[config.mk]
export PLATFORM = sky130hd
export DESIGN_NAME = link_egress
export DESIGN_NICKNAME = d
export VERILOG_FILES = /design/src/rtl/link_egress_pkg.sv /design/src/rtl/credit_counter.sv /design/src/rtl/link_egress.sv
export SDC_FILE = /design/constraint.sdc
export NUM_CORES = 1
export LEC_CHECK = 0
export BUFFER_PORTS_ARGS = -buffer_cell sky130_fd_sc_hd__buf_2
export CORE_ASPECT_RATIO = 1.1
export CORE_UTILIZATION = 43
export CTS_CLUSTER_DIAMETER = 50
export CTS_CLUSTER_SIZE = 10
export DETAILED_ROUTE_END_ITERATION = 12
export GPL_TIMING_DRIVEN = 1
export PLACE_DENSITY_LB_ADDON = 0.08
export RECOVER_POWER = 100
export SYNTH_ARGS = -nofsm -noshare
export SYNTH_HDL_FRONTEND = slang
export SYNTH_SLANG_ARGS = --single-unit
[constraint.sdc]
create_clock -name clk -period 3.1 [get_ports clk]
set_input_delay 0.465 -clock clk [delete_from_list [all_inputs] [get_ports clk]]
set_output_delay 0.465 -clock clk [all_outputs]
set_load 0.03 [all_outputs]
[src/rtl/link_egress_pkg.sv]
// Shared definitions for the link egress block: flit flag positions and FSM encoding.
// Flag bits are expressed as offsets from the MSB so they follow any flit width.
package link_egress_pkg;

    localparam int FLIT_SIZE = 82;
    localparam int HEAD_OFS  = 1;
    localparam int TAIL_OFS  = 2;
    localparam int HEAD_BIT  = FLIT_SIZE - HEAD_OFS;
    localparam int TAIL_BIT  = FLIT_SIZE - TAIL_OFS;

    typedef enum logic {
        IDLE = 1'b0,
        BODY = 1'b1
    } state_e;

endpackage

[src/rtl/credit_counter.sv]
// Downstream credit counter: decrements on a send, increments on a returned credit.
// A return that would exceed the initial credit count is dropped and flagged (sticky).
module credit_counter #(
    parameter int CREDITS  = 5,
    parameter int CREDIT_W = 4
) (
    input  logic                clk,
    input  logic                rst,
    input  logic                inc,
    input  logic                dec,
    output logic [CREDIT_W-1:0] count,
    output logic                overflow
);

    localparam logic [CREDIT_W-1:0] MAX_COUNT = CREDIT_W'(CREDITS);

    logic [CREDIT_W-1:0] count_q, count_d;
    logic                err_q, err_d;

    always_comb begin
        count_d = count_q;
        err_d   = err_q;
        case ({inc, dec})
            2'b10: begin
                if (count_q == MAX_COUNT) begin
                    err_d = 1'b1;
                end else begin
                    count_d = count_q + 1'b1;
                end
            end
            2'b01: begin
                if (count_q != '0) begin
                    count_d = count_q - 1'b1;
                end
            end
            default: count_d = count_q;
        endcase
    end

    always_ff @(posedge clk or posedge rst) begin
        if (rst) begin
            count_q <= MAX_COUNT;
            err_q   <= 1'b0;
        end else begin
            count_q <= count_d;
            err_q   <= err_d;
        end
    end

    assign count    = count_q;
    assign overflow = err_q;

endmodule

[src/rtl/link_egress.sv]
// Credit-based link egress: pops flits from an upstream FIFO onto a registered link,
// keeping packets whole once started (BODY ignores link_en).
module link_egress #(
    parameter int FLIT_SIZE = link_egress_pkg::FLIT_SIZE,
    parameter int CREDITS   = 5,
    parameter int CREDIT_W  = 4
) (
    input  logic                 clk,
    input  logic                 rst,
    input  logic [FLIT_SIZE-1:0] fifo_out,
    input  logic                 fifo_empty,
    output logic                 fifo_consume,
    input  logic                 link_en,
    input  logic                 credit_in,
    output logic [FLIT_SIZE-1:0] link_flit,
    output logic                 link_valid,
    output logic [CREDIT_W-1:0]  credits,
    output logic                 pkt_active,
    output logic                 credit_err
);

    import link_egress_pkg::*;

    localparam int HEAD_IDX = FLIT_SIZE - HEAD_OFS;
    localparam int TAIL_IDX = FLIT_SIZE - TAIL_OFS;

    state_e                 state_q, state_d;
    logic [FLIT_SIZE-1:0]   link_flit_q, link_flit_d;
    logic                   link_valid_q, link_valid_d;
    logic [CREDIT_W-1:0]    credit_count;
    logic                   send;
    logic                   is_head;
    logic                   is_tail;

    credit_counter #(
        .CREDITS  (CREDITS),
        .CREDIT_W (CREDIT_W)
    ) u_credit_counter (
        .clk      (clk),
        .rst      (rst),
        .inc      (credit_in),
        .dec      (send),
        .count    (credit_count),
        .overflow (credit_err)
    );

    // rst gates the pop so the upstream FIFO never loses a flit during reset.
    always_comb begin
        is_head = fifo_out[HEAD_IDX];
        is_tail = fifo_out[TAIL_IDX];
        send    = !rst && !fifo_empty && (credit_count != '0) &&
                  ((state_q == BODY) || link_en);
    end

    always_comb begin
        state_d      = state_q;
        link_flit_d  = link_flit_q;
        link_valid_d = 1'b0;
        if (send) begin
            link_flit_d  = fifo_out;
            link_valid_d = 1'b1;
            case (state_q)
                IDLE:    if (is_head && !is_tail) state_d = BODY;
                BODY:    if (is_tail) state_d = IDLE;
                default: state_d = IDLE;
            endcase
        end
    end

    always_ff @(posedge clk or posedge rst) begin
        if (rst) begin
            state_q      <= IDLE;
            link_flit_q  <= '0;
            link_valid_q <= 1'b0;
        end else begin
            state_q      <= state_d;
            link_flit_q  <= link_flit_d;
            link_valid_q <= link_valid_d;
        end
    end

    assign fifo_consume = send;
    assign link_flit    = link_flit_q;
    assign link_valid   = link_valid_q;
    assign credits      = credit_count;
    assign pkt_active   = (state_q == BODY);

endmodule

## After elaboration in Yosys (flattened, before gate mapping)

Index checks and enable logic that the tools add are counted.

- Flip-flop bits (word level): 89
- Input bits: 87

- Add/sub/neg operators: 2
- Equal/unequal tests: 5
- Muxes and demuxes: 7
- Bitwise logic cells: 1
- Reduce and logical (&&, ||, !) cells: 12

Operators by type and width:

| operator | count |
|---|---|
| 4-bit two-way mux | 2 |
| 4-bit case mux with 2 select lines | 1 |
| 4-bit by 1-bit adder with 4-bit output (second input constant) | 1 |
| 4-bit by 3-bit equality test with 1-bit output (second input constant) | 1 |
| 1-bit logical AND | 4 |
| 2-bit != test (second input constant) | 2 |
| 4-bit nonzero test | 1 |
| 4-bit by 1-bit subtractor with 4-bit output (second input constant) | 1 |
| 1-bit logical NOT | 3 |
| 1-bit two-way mux | 3 |
| 3-bit AND reduction | 1 |
| 2-bit by 1-bit equality test with 1-bit output (second input constant) | 1 |
| 2-bit equality test (second input constant) | 1 |
| 1-bit case mux with 2 select lines | 1 |
| 2-bit AND reduction | 1 |
| 2-bit nonzero test | 1 |
| 1-bit logical OR | 1 |
| 1-bit inverter | 1 |

## Depth between registers and ports, before layout

Gate-level depths: netlist of the first run.

- Depth in word-level cells: 7
- Gate-level depth with buffers: 9
- Depth with buffers taken out: 8

## Modules after synthesis

A second synthesis of the first run with hierarchy kept.

- Cell total of the unflattened synthesis: 230
- Area, all modules: 3841.2 µm²

Modules (own cells, without submodules):

| module | instances | cells each | area an instance (µm²) | seq. area each (µm²) |
|---|---|---|---|---|
| link_egress | 1 | 183 | 3444.6 | 2102.0 |
| credit_counter | 1 | 47 | 396.6 | 127.6 |

## Worst setup path before layout of the first run

Ideal clock, no wire load.

- Path kind: input -> register
- From: input rst
- To: register u_credit_counter.count_q[2], in the netlist u_credit_counter.count[2]
- Library setup time: 0.082 ns
- Arrival: 2.356 ns
- Data required time: 3.018 ns
- Slack: 0.662 ns
- Stages: 9
- Path through: or2_1 -> or3_1 -> buf_6 -> nor2_1 -> xor2_1 -> ha_1 -> or3_1 -> o22a_1 -> mux2_2

- Cells in the longest elaborated chain, start to end: 7
- Elaborated cells on any way between the ends: 11
- Classes of those cells: eq/ne (4); mux (1); reduce/logical (6)

RTL lines:

| item | RTL line | text |
|---|---|---|
| from (decl) | link_egress.sv:9 | `input logic rst,` |
| 1-bit logical NOT (no line) (*) | n/a |  |
| 1-bit logical AND (*) (3 in series) | link_egress.sv:51 | `send = !rst && !fifo_empty && (credit_count != '0) &&` |
| 2-bit equality test or 2-bit by 1-bit equality test with 1-bit output (tied branches) | credit_counter.sv:23 | `case ({inc, dec})` |
| 2-bit != test (no line) or 2-bit nonzero test (tied branches) | n/a |  |
| 3-bit AND reduction (no line) | n/a |  |
| to (signal assigned) | credit_counter.sv:45 | `count_q <= count_d;` |
| to (decl) | credit_counter.sv:17 | `logic [CREDIT_W-1:0] count_q, count_d;` |

Mark *: on every way between the ends. The rest lies on a longest branch, timed or not.
A chain may end at the register's enable or synchronous reset.

## Worst setup path after layout of the first run

- From: register u_credit_counter.count_q[0], in the netlist u_credit_counter.count[0]
- To: output fifo_consume

- Cells in the longest elaborated chain, start to end: 3

RTL lines:

| item | RTL line | text |
|---|---|---|
| 4-bit nonzero test | link_egress.sv:51 |  |
| 1-bit logical AND (2 in series) | link_egress.sv:51 |  |
| to (decl) | link_egress.sv:12 | `output logic fifo_consume,` |

No other way between the ends.

==> results_tabular.tex, run 1 <==
\begin{tabular}{lr}
\hline
Metric & Value \\
\hline
\multicolumn{2}{l}{\textbf{Layout}} \\
\quad Number of nets in the finished design & 484 \\
\quad N\_diodes & 0 \\
\quad Number of inserted filler cells in the final layout & 819 \\
\quad Fraction of final layout cells sized beyond drive strength 1 & 0.339 \\
\quad Area added between synthesis and finish & 21.3\% \\
\quad End-of-flow core utilization & 0.543 \\
\multicolumn{2}{l}{\textbf{Placement}} \\
\quad Count of buffers inserted at the top-level ports & 176 \\
\quad Last weighted congestion value of the routability-driven placer & 0.734 \\
\quad HPWL reported at the end of detailed placement & 5320 um \\
\multicolumn{2}{l}{\textbf{Route}} \\
\quad Via density per instance & 4.61 \\
\quad Count of vias placed by the detailed router & 2361 \\
\quad Number of DRC markers in iteration 0 & 43 \\
\quad DR pass1 iterations & 4 \\
\quad Detailed-route DRC error count & 0 \\
\quad Count of antenna-violating nets left after detailed routing & 0 \\
\quad Routed wire length per instance & 14.0 um \\
\quad Total wire length after detailed routing & 7160 um \\
\multicolumn{2}{l}{\textbf{STA}} \\
\quad Part of the cycle the worst path needs & 0.822 \\
\quad Tightest slew margin relative to the limit & -0.212 \\
\quad Maximum clock skew at final layout & 0.0125 ns \\
\quad Final Max Tran Viols & 41 \\
\quad Achievable clock frequency & 392 MHz \\
\quad Final hold violation count & 0 \\
\quad Transition at the pin with the smallest max-transition slack & 1.81 ns \\
\quad Finish-stage setup viols & 0 \\
\quad Shortest clock period the worst path allows after layout & 2.55 ns \\
\quad Post-route worst hold slack & 0.296 ns \\
\quad Sum of negative setup slack & 0 ns \\
\quad Setup repair after global routing missed its margin & false \\
\multicolumn{2}{l}{\textbf{Pwr}} \\
\quad Internal power & 2.94 mW \\
\quad Gate power share & 0.457 \\
\quad Switching component of the power & 2.47 mW \\
\quad Sw Share & 0.456 \\
\quad Share of total power in the clock network & 0.161 \\
\quad Maximum resistive drop on vdd & 0.000467 V \\
\quad Static leakage & 2.05 nW \\
\quad Register share of total power & 0.383 \\
\quad Final total power & 5.41 mW \\
\quad Pwr per Cell Area & 1190 nW/um\^{}2 \\
\multicolumn{2}{l}{\textbf{Yosys}} \\
\quad Gate Count Post-Synth & 214 \\
\quad Flops \& latches, synth & 89 \\
\quad Number of warnings printed during yosys synthesis & 0 \\
\quad EDFF count, synth & 0 \\
\quad Primary FF master, synth & dfrtp\_1 \\
\quad Biggest area contributors in the synthesized netlist & dfrtp\_1, mux2\_4, mux2\_2, buf\_12, dfstp\_2 \\
\quad Synthesized area per cell & 17.6 sq um \\
\quad Leading cell types by count after synthesis & dfrtp\_1, mux2\_4, mux2\_2 \\
\quad Cell with the most instances after synthesis & dfrtp\_1 \\
\quad Cell type contributing the most total cell area after synthesis & dfrtp\_1 \\
\quad Total nets after synthesis & 302 \\
\quad Area of the mapped netlist & 3760 sq um \\
\quad Async S/R FF share, synth & 1.00 \\
\quad Area share of the largest cell type after synthesis & 0.579 \\
\quad Post-synth cell types & 28 \\
\quad Post-synthesis sequential area ratio & 0.593 \\
\multicolumn{2}{l}{\textbf{Worst setup path}} \\
\quad Worst setup path start & u\_credit\_counter.count[0] \\
\quad Slowest-stage cell, CP & dfstp\_1 \\
\quad Reg-to-reg startpoint & u\_credit\_counter.count[0] \\
\quad Capturing element type of the critical path & output port \\
\quad Delay of the slowest cell on the worst path & 0.63 ns \\
\quad Critical path start-end classification & reg2out \\
\quad Critical path peak fanout & 21 \\
\quad Critical path, cell by cell & nor4\_1 > or3\_1 > buf\_4 > clkinv\_4 > clkbuf\_1 \\
\quad Startpoint types & flop \\
\quad Data required, critical path & 2.63 ns \\
\quad Arrival time at the worst endpoint & 2.08 ns \\
\multicolumn{2}{l}{\textbf{Die}} \\
\quad Die span in x & 91.2 um \\
\quad Die Footprint & 9120 sq um \\
\quad I/O pin count & 177 \\
\quad Site row count & 35 \\
\quad Die Y-Extent & 100 um \\
\quad Starting utilization of the core area & 0.447 \\
\quad Core Box Area & 8410 sq um \\
\multicolumn{2}{l}{\textbf{GRT}} \\
\quad Antenna violations before repair & 0 \\
\quad Leftover overflow at the end of global routing & 0 \\
\quad Total routing usage reported by global routing & 0.166 \\
\quad Via count of the first global-routing pass & 2397 \\
\quad Wire length of the first global-routing pass & 11800 um \\
\quad Maximum number of pins on one net before global-route repair & 50 \\
\multicolumn{2}{l}{\textbf{Clocking}} \\
\quad Clock root buffer & clkbuf\_8 \\
\quad Register clock-pin slew on the reported worst setup and hold paths & 0.09 ns \\
\quad Number of CTS-inserted buffers & 9 \\
\quad Post-cts gate resize count & 0 \\
\quad Number of setup buffers added after CTS & 0 \\
\quad Number of sinks driven by the clock tree & 89 \\
\quad Hold-fix buffer count after cts & 0 \\
\quad Maximum level of the CTS H-tree & 3 \\
\quad CTS tree & done \\
\quad Maximum count of clock buffers along a single path & 2 \\
\quad Later-pin clock latency in the skew report & 0.34 ns \\
\multicolumn{2}{l}{\textbf{Run status}} \\
\quad Run status & complete, but fails checks \\
\quad Failing checks & capacitance limit, slew limit \\
\multicolumn{2}{l}{\textbf{Hold path}} \\
\quad Worst Min Path Start & fifo\_out[80] \\
\quad Class of the most critical hold timing path & in2reg \\
\multicolumn{2}{l}{\textbf{Flow run}} \\
\quad Total of max-cap violations & 1 \\
\hline
\end{tabular}
-- power by group through the flow --
stage          Sequential [mW]  Combinational (mW)  Clock [mW]
2_1_floorplan             3.27                1.04           0
3_3_place_gp              2.08                3.00           0
3_5_place_dp              2.09                3.01           0
4_1_cts                   2.08                3.02       0.905
5_1_grt                   2.16                2.63       0.947
6_report                  2.07                2.47       0.870
-- flip-flops by register name, summed over array words and instances (netlist names) --
register and cells:
u_credit_counter.count 4, pkt_active 1, link_valid 1, link_flit 82, u_credit_counter.overflow 1
-- through the flow --
step | instances | cell area [sq um] | worst slack (ns)
detailed placement | 496 | 4690 | 0.615
floorplan | 214 | 3760 | 0.331
CTS | 512 | 4920 | 0.611
global placement | 496 | 4690 | 0.635
global route | 512 | 4560 | 0.444
finish | 512 | 4560 | 0.551
-- kinds of logic (layout without fill, tap and decap cells) --
logic type | count (synthesis) | after routing | synth area share
muxes | 86 | 86 | 0.313
DFF | 89 | 89 | 0.593
and+or+nand+nor | 11 | 11 | 0.0163
xor gates and xnor gates | 2 | 2 | 0.00466
adders and majority gates | 1 | 1 | 0.00333
buffers and inverters | 15 | 202 | 0.0506
AOI/OAI and AO/OA | 10 | 10 | 0.0186
-- area by class of cell --
type                       count  area (sq um)  area share
multi-input combinational    110          1130       0.248
inverter                       4          21.3     0.00466
tap                          111           139      0.0304
sequential                    89          2230       0.489
clock buffer                  10           138      0.0302
timing repair buffer         182           812       0.178
clock inverter                 6          88.8      0.0195
-- per-layer routing --
metal,wire (um),vias to the layer above,GRT usage
li1,-,1118,-
met5,0,-,0
met4,74,0,0.0659
met2,3400,109,0.260
met1,3100,1125,0.223
met3,579,9,0.0439
-- worst max-delay path: cells and delay by family, from the launching register on --
kind | cells | cell delay [ns]
simple gates | 2 | 0.43
buf+inv | 3 | 0.68
flops | 1 | 0.63
-- layout by cell type (no fill, tap or decap), drive strengths merged, types with 2 or more instances in the layout --
cell      Yosys  final
buf          10     87
or3           3      3
clkinvlp      0      3
clkbuf        1    105
mux2i         3      3
a21oi         3      3
dfstp         2      2
nor2          2      2
inv           3      3
clkinv        1      2
bufinv        0      2
mux2         83     83
nand2         3      3
dfrtp        87     87
-- worst paths after layout --
kind,end,slack (ns),cells after the start
setup / recovery,fifo_consume,0.55,5
hold / removal,pkt_active,0.30,2
setup reg to reg,link_flit[0],0.62,6
hold reg to reg,u_credit_counter.overflow,0.49,1
max in group asynchronous,link_flit[54],1.65,3
min in group asynchronous,link_flit[47],0.56,2
(Power assumes the default switching activity.)
==> run 2, diff against run 1 <==
--- a/config.mk
+++ b/config.mk
@@ -7,7 +7,7 @@
 export LEC_CHECK = 0
 export BUFFER_PORTS_ARGS = -buffer_cell sky130_fd_sc_hd__buf_2
 export CORE_ASPECT_RATIO = 1.1
-export CORE_UTILIZATION = 43
+export CORE_UTILIZATION = 42
 export CTS_CLUSTER_DIAMETER = 50
 export CTS_CLUSTER_SIZE = 10
 export DETAILED_ROUTE_END_ITERATION = 12
==> constraint.sdc (replaced) <==
create_clock -name clk -period 2.3 [get_ports clk]
set_input_delay 0.345 -clock clk [delete_from_list [all_inputs] [get_ports clk]]
set_output_delay 0.345 -clock clk [all_outputs]
set_load 0.03 [all_outputs]
==> run 2 against run 1 <==
Effect of this change: the flow now finishes without violations; sequential power up 35%; sequential share of layout area down 0.37 points; via count up 2.0%; cell area up 0.77%; clock skew up 0.0030 ns; setup slack worse by 0.44 ns; final cell count up 1.8%; clock power up 13%; combinational power up 39%; critical endpoint unchanged; largest power group unchanged.
==> results_tabular.tex, run 2 (synthesized netlist as in run 1, its figures left out) <==
\begin{tabular}{lr}
\hline
Metric & Value \\
\hline
\multicolumn{2}{l}{\textbf{Die}} \\
\quad Die Footprint & 9330 sq um (+2.3\%) \\
\quad Die span in x & 92.2 um (+1.2\%) \\
\quad Die Y-Extent & 101 um (+1.2\%) \\
\quad Core Box Area & 8540 sq um (+1.6\%) \\
\quad I/O pin count & 177 (unchanged) \\
\quad Site row count & 35 (unchanged) \\
\quad Starting utilization of the core area & 0.440 (-0.00688) \\
\multicolumn{2}{l}{\textbf{Placement}} \\
\quad Pre-CTS setup slack & 0.0204 ns (-0.594 ns) \\
\quad Last weighted congestion value of the routability-driven placer & 0.782 (+6.5\%) \\
\quad Count of buffers inserted at the top-level ports & 176 (unchanged) \\
\quad HPWL reported at the end of detailed placement & 5830 um (+9.5\%) \\
\multicolumn{2}{l}{\textbf{Clocking}} \\
\quad Number of CTS-inserted buffers & 9 (unchanged) \\
\quad Maximum count of clock buffers along a single path & 2 (unchanged) \\
\quad Clock root buffer & clkbuf\_8 \\
\quad Maximum level of the CTS H-tree & 3 (unchanged) \\
\quad Later-pin clock latency in the skew report & 0.36 ns (+0.02 ns) \\
\quad CTS tree & done \\
\quad Register clock-pin slew on the reported worst setup and hold paths & 0.09 ns (about the same) \\
\quad Number of sinks driven by the clock tree & 89 (unchanged) \\
\multicolumn{2}{l}{\textbf{GRT}} \\
\quad Met1 demand-to-capacity share in global routing & 0.223 (+0.000416) \\
\quad Met2 capacity usage during global routing & 0.278 (+0.0174) \\
\quad Total routing usage reported by global routing & 0.172 (+0.00572) \\
\quad Via count of the first global-routing pass & 2473 (+3.2\%) \\
\quad Leftover overflow at the end of global routing & 0 (unchanged) \\
\quad Antenna violations before repair & 0 (unchanged) \\
\quad Most Crowded Layer GR & met2 \\
\quad Maximum number of pins on one net before global-route repair & 39 (-22\%) \\
\quad Fraction of met3 tracks used by global routing & 0.0428 (-0.00115) \\
\quad Wire length of the first global-routing pass & 12300 um (+4.3\%) \\
\multicolumn{2}{l}{\textbf{Pwr}} \\
\quad Pwr per Cell Area & 1570 nW/um\^{}2 (+32\%) \\
\quad Static leakage & 2.08 nW (+1.6\%) \\
\quad Maximum resistive drop on vdd & 0.000728 V (+56\%) \\
\multicolumn{2}{l}{\textbf{Worst setup path}} \\
\quad Critical path depth in cells & 5 (unchanged) \\
\quad Delay of the slowest cell on the worst path & 0.60 ns (-0.03 ns) \\
\quad Slowest-stage cell, CP & dfstp\_2 \\
\quad Capturing element type of the critical path & output port \\
\quad Critical path, cell by cell & nor4\_2 > or3\_1 > buf\_4 > inv\_8 > clkbuf\_4 \\
\quad Flop2flop setup slack & 0.13 ns (-0.49 ns) \\
\quad Startpoint types & flop \\
\quad Top Family by Delay on Critical Path & flip-flops \\
\quad Logic depth of the worst register-to-register path & 8 (+2) \\
\quad Critical path start-end classification & reg2out \\
\quad Arrival time at the worst endpoint & 1.84 ns (-0.24 ns) \\
\quad Data required, critical path & 1.96 ns (-0.67 ns) \\
\quad Reg-to-reg endpoint & u\_credit\_counter.count[2] \\
\quad Critical path peak fanout & 12 (-43\%) \\
\quad Reg-to-reg startpoint & u\_credit\_counter.count[2] \\
\quad Number of buffers and inverters on the critical path & 3 (unchanged) \\
\multicolumn{2}{l}{\textbf{STA}} \\
\quad Shortest clock period the worst path allows after layout & 2.19 ns \\
\quad Achievable clock frequency & 457 MHz \\
\quad Minimum setup slack in the final design & 0.113 ns (-0.437 ns) \\
\quad Post-route worst hold slack & 0.185 ns (-0.111 ns) \\
\quad Transition at the pin with the smallest max-transition slack & 1.12 ns (-0.684 ns) \\
\quad Sum of negative setup slack & 0 ns (unchanged) \\
\quad Tightest slew margin relative to the limit & 0.246 (+0.459) \\
\quad Part of the cycle the worst path needs & 0.951 \\
\quad Finish-stage setup viols & 0 (unchanged) \\
\quad Final hold violation count & 0 (unchanged) \\
\quad Setup repair after global routing missed its margin & false \\
\quad Final Max Tran Viols & 0 (-100\%) \\
\quad Maximum clock skew at final layout & 0.0155 ns (+0.00298 ns) \\
\multicolumn{2}{l}{\textbf{Route}} \\
\quad DR pass1 iterations & 4 (unchanged) \\
\quad Routed wire length per instance & 14.7 um (+5.4\%) \\
\quad Total wire length after detailed routing & 7670 um (+7.3\%) \\
\quad Via density per instance & 4.62 (+0.27\%) \\
\quad Number of DRC markers in iteration 0 & 55 (+28\%) \\
\quad Count of vias placed by the detailed router & 2409 (+2.0\%) \\
\quad Detailed-route DRC error count & 0 (unchanged) \\
\quad Count of antenna-violating nets left after detailed routing & 0 (unchanged) \\
\multicolumn{2}{l}{\textbf{Hold path}} \\
\quad Class of the most critical hold timing path & in2reg \\
\quad Hold Path Stages & 2 (unchanged) \\
\quad Worst Min Path Start & fifo\_out[80] \\
\quad Worst-case hold path end point & pkt\_active \\
\multicolumn{2}{l}{\textbf{Layout}} \\
\quad Fraction of final layout cells sized beyond drive strength 1 & 0.368 (+0.0291) \\
\quad Area added between synthesis and finish & 22.3\% \\
\quad N\_diodes & 0 (unchanged) \\
\quad Most common cell after layout, fill and taps aside & clkbuf\_1 \\
\quad Most frequent cells in the layout & clkbuf\_1, dfrtp\_1, buf\_2, mux2\_1, mux2\_2 \\
\quad Number of flip-flops under the largest register name & 82 (unchanged) \\
\quad Number of nets in the finished design & 493 (+1.9\%) \\
\quad End-of-flow core utilization & 0.538 (-0.00425) \\
\multicolumn{2}{l}{\textbf{Run status}} \\
\quad Run status & finished clean \\
\multicolumn{2}{l}{\textbf{Flow run}} \\
\quad Total of max-cap violations & 0 (-1) \\
\hline
\end{tabular}
[run 2: timing repair]
item | 4_1_cts | 5_1_grt
setup endpoints to repair | 1 | 1
gates resized for setup | 1 | 1
hold buffers | 0 | 0
buffers inserted | 0 | 1
[run 2: how the worst max path moves through the flow]
stage / from / endpoint
6_report: u_credit_counter.count[2] / fifo_consume
5_1_grt: u_credit_counter.count[2] / u_credit_counter.count[2]
4_1_cts: u_credit_counter.count[0] / fifo_consume
3_5_place_dp: rst / u_credit_counter.count[2]
3_3_place_gp: rst / u_credit_counter.count[2]
2_1_floorplan: u_credit_counter.count[0] / u_credit_counter.count[2]
[run 2: metrics by stage]
| step | instance area [sq um] | power (mW) | instances |
|---|---|---|---|
| 2_1_floorplan | 3770 | 5.83 | 214 |
| 3_3_place_gp | 4800 | 6.93 | 504 |
| 3_5_place_dp | 4800 | 6.97 | 504 |
| 4_1_cts | 4980 | 8.00 | 520 |
| 5_1_grt | 4600 | 7.63 | 521 |
| 6_report | 4600 | 7.21 | 521 |
[run 2: final cells by class]
type	instances	area, sq um
Tap cell	111	139
Timing Repair Buffer	191	871
Sequential cell	89	2230
Clock inverter	7	53.8
Inverter	4	23.8
Clock buffer	9	124
Multi-Input combinational cell	110	1160
Fill cell	857	3940
[run 2: power by group]
part	switching (mW)	internal, mW	total (mW)
Combinational	2.42	1.02	3.44
Clock	0.577	0.405	0.982
Sequential	0.422	2.36	2.79
Total	3.42	3.79	7.21
[run 2: layer usage]
metal	part of all wire	up-vias	wire length (um)
met5	0	-	0
met4	0.016	0	124
met3	0.060	10	463
met2	0.50	95	3820
met1	0.43	1168	3270
li1	-	1136	-
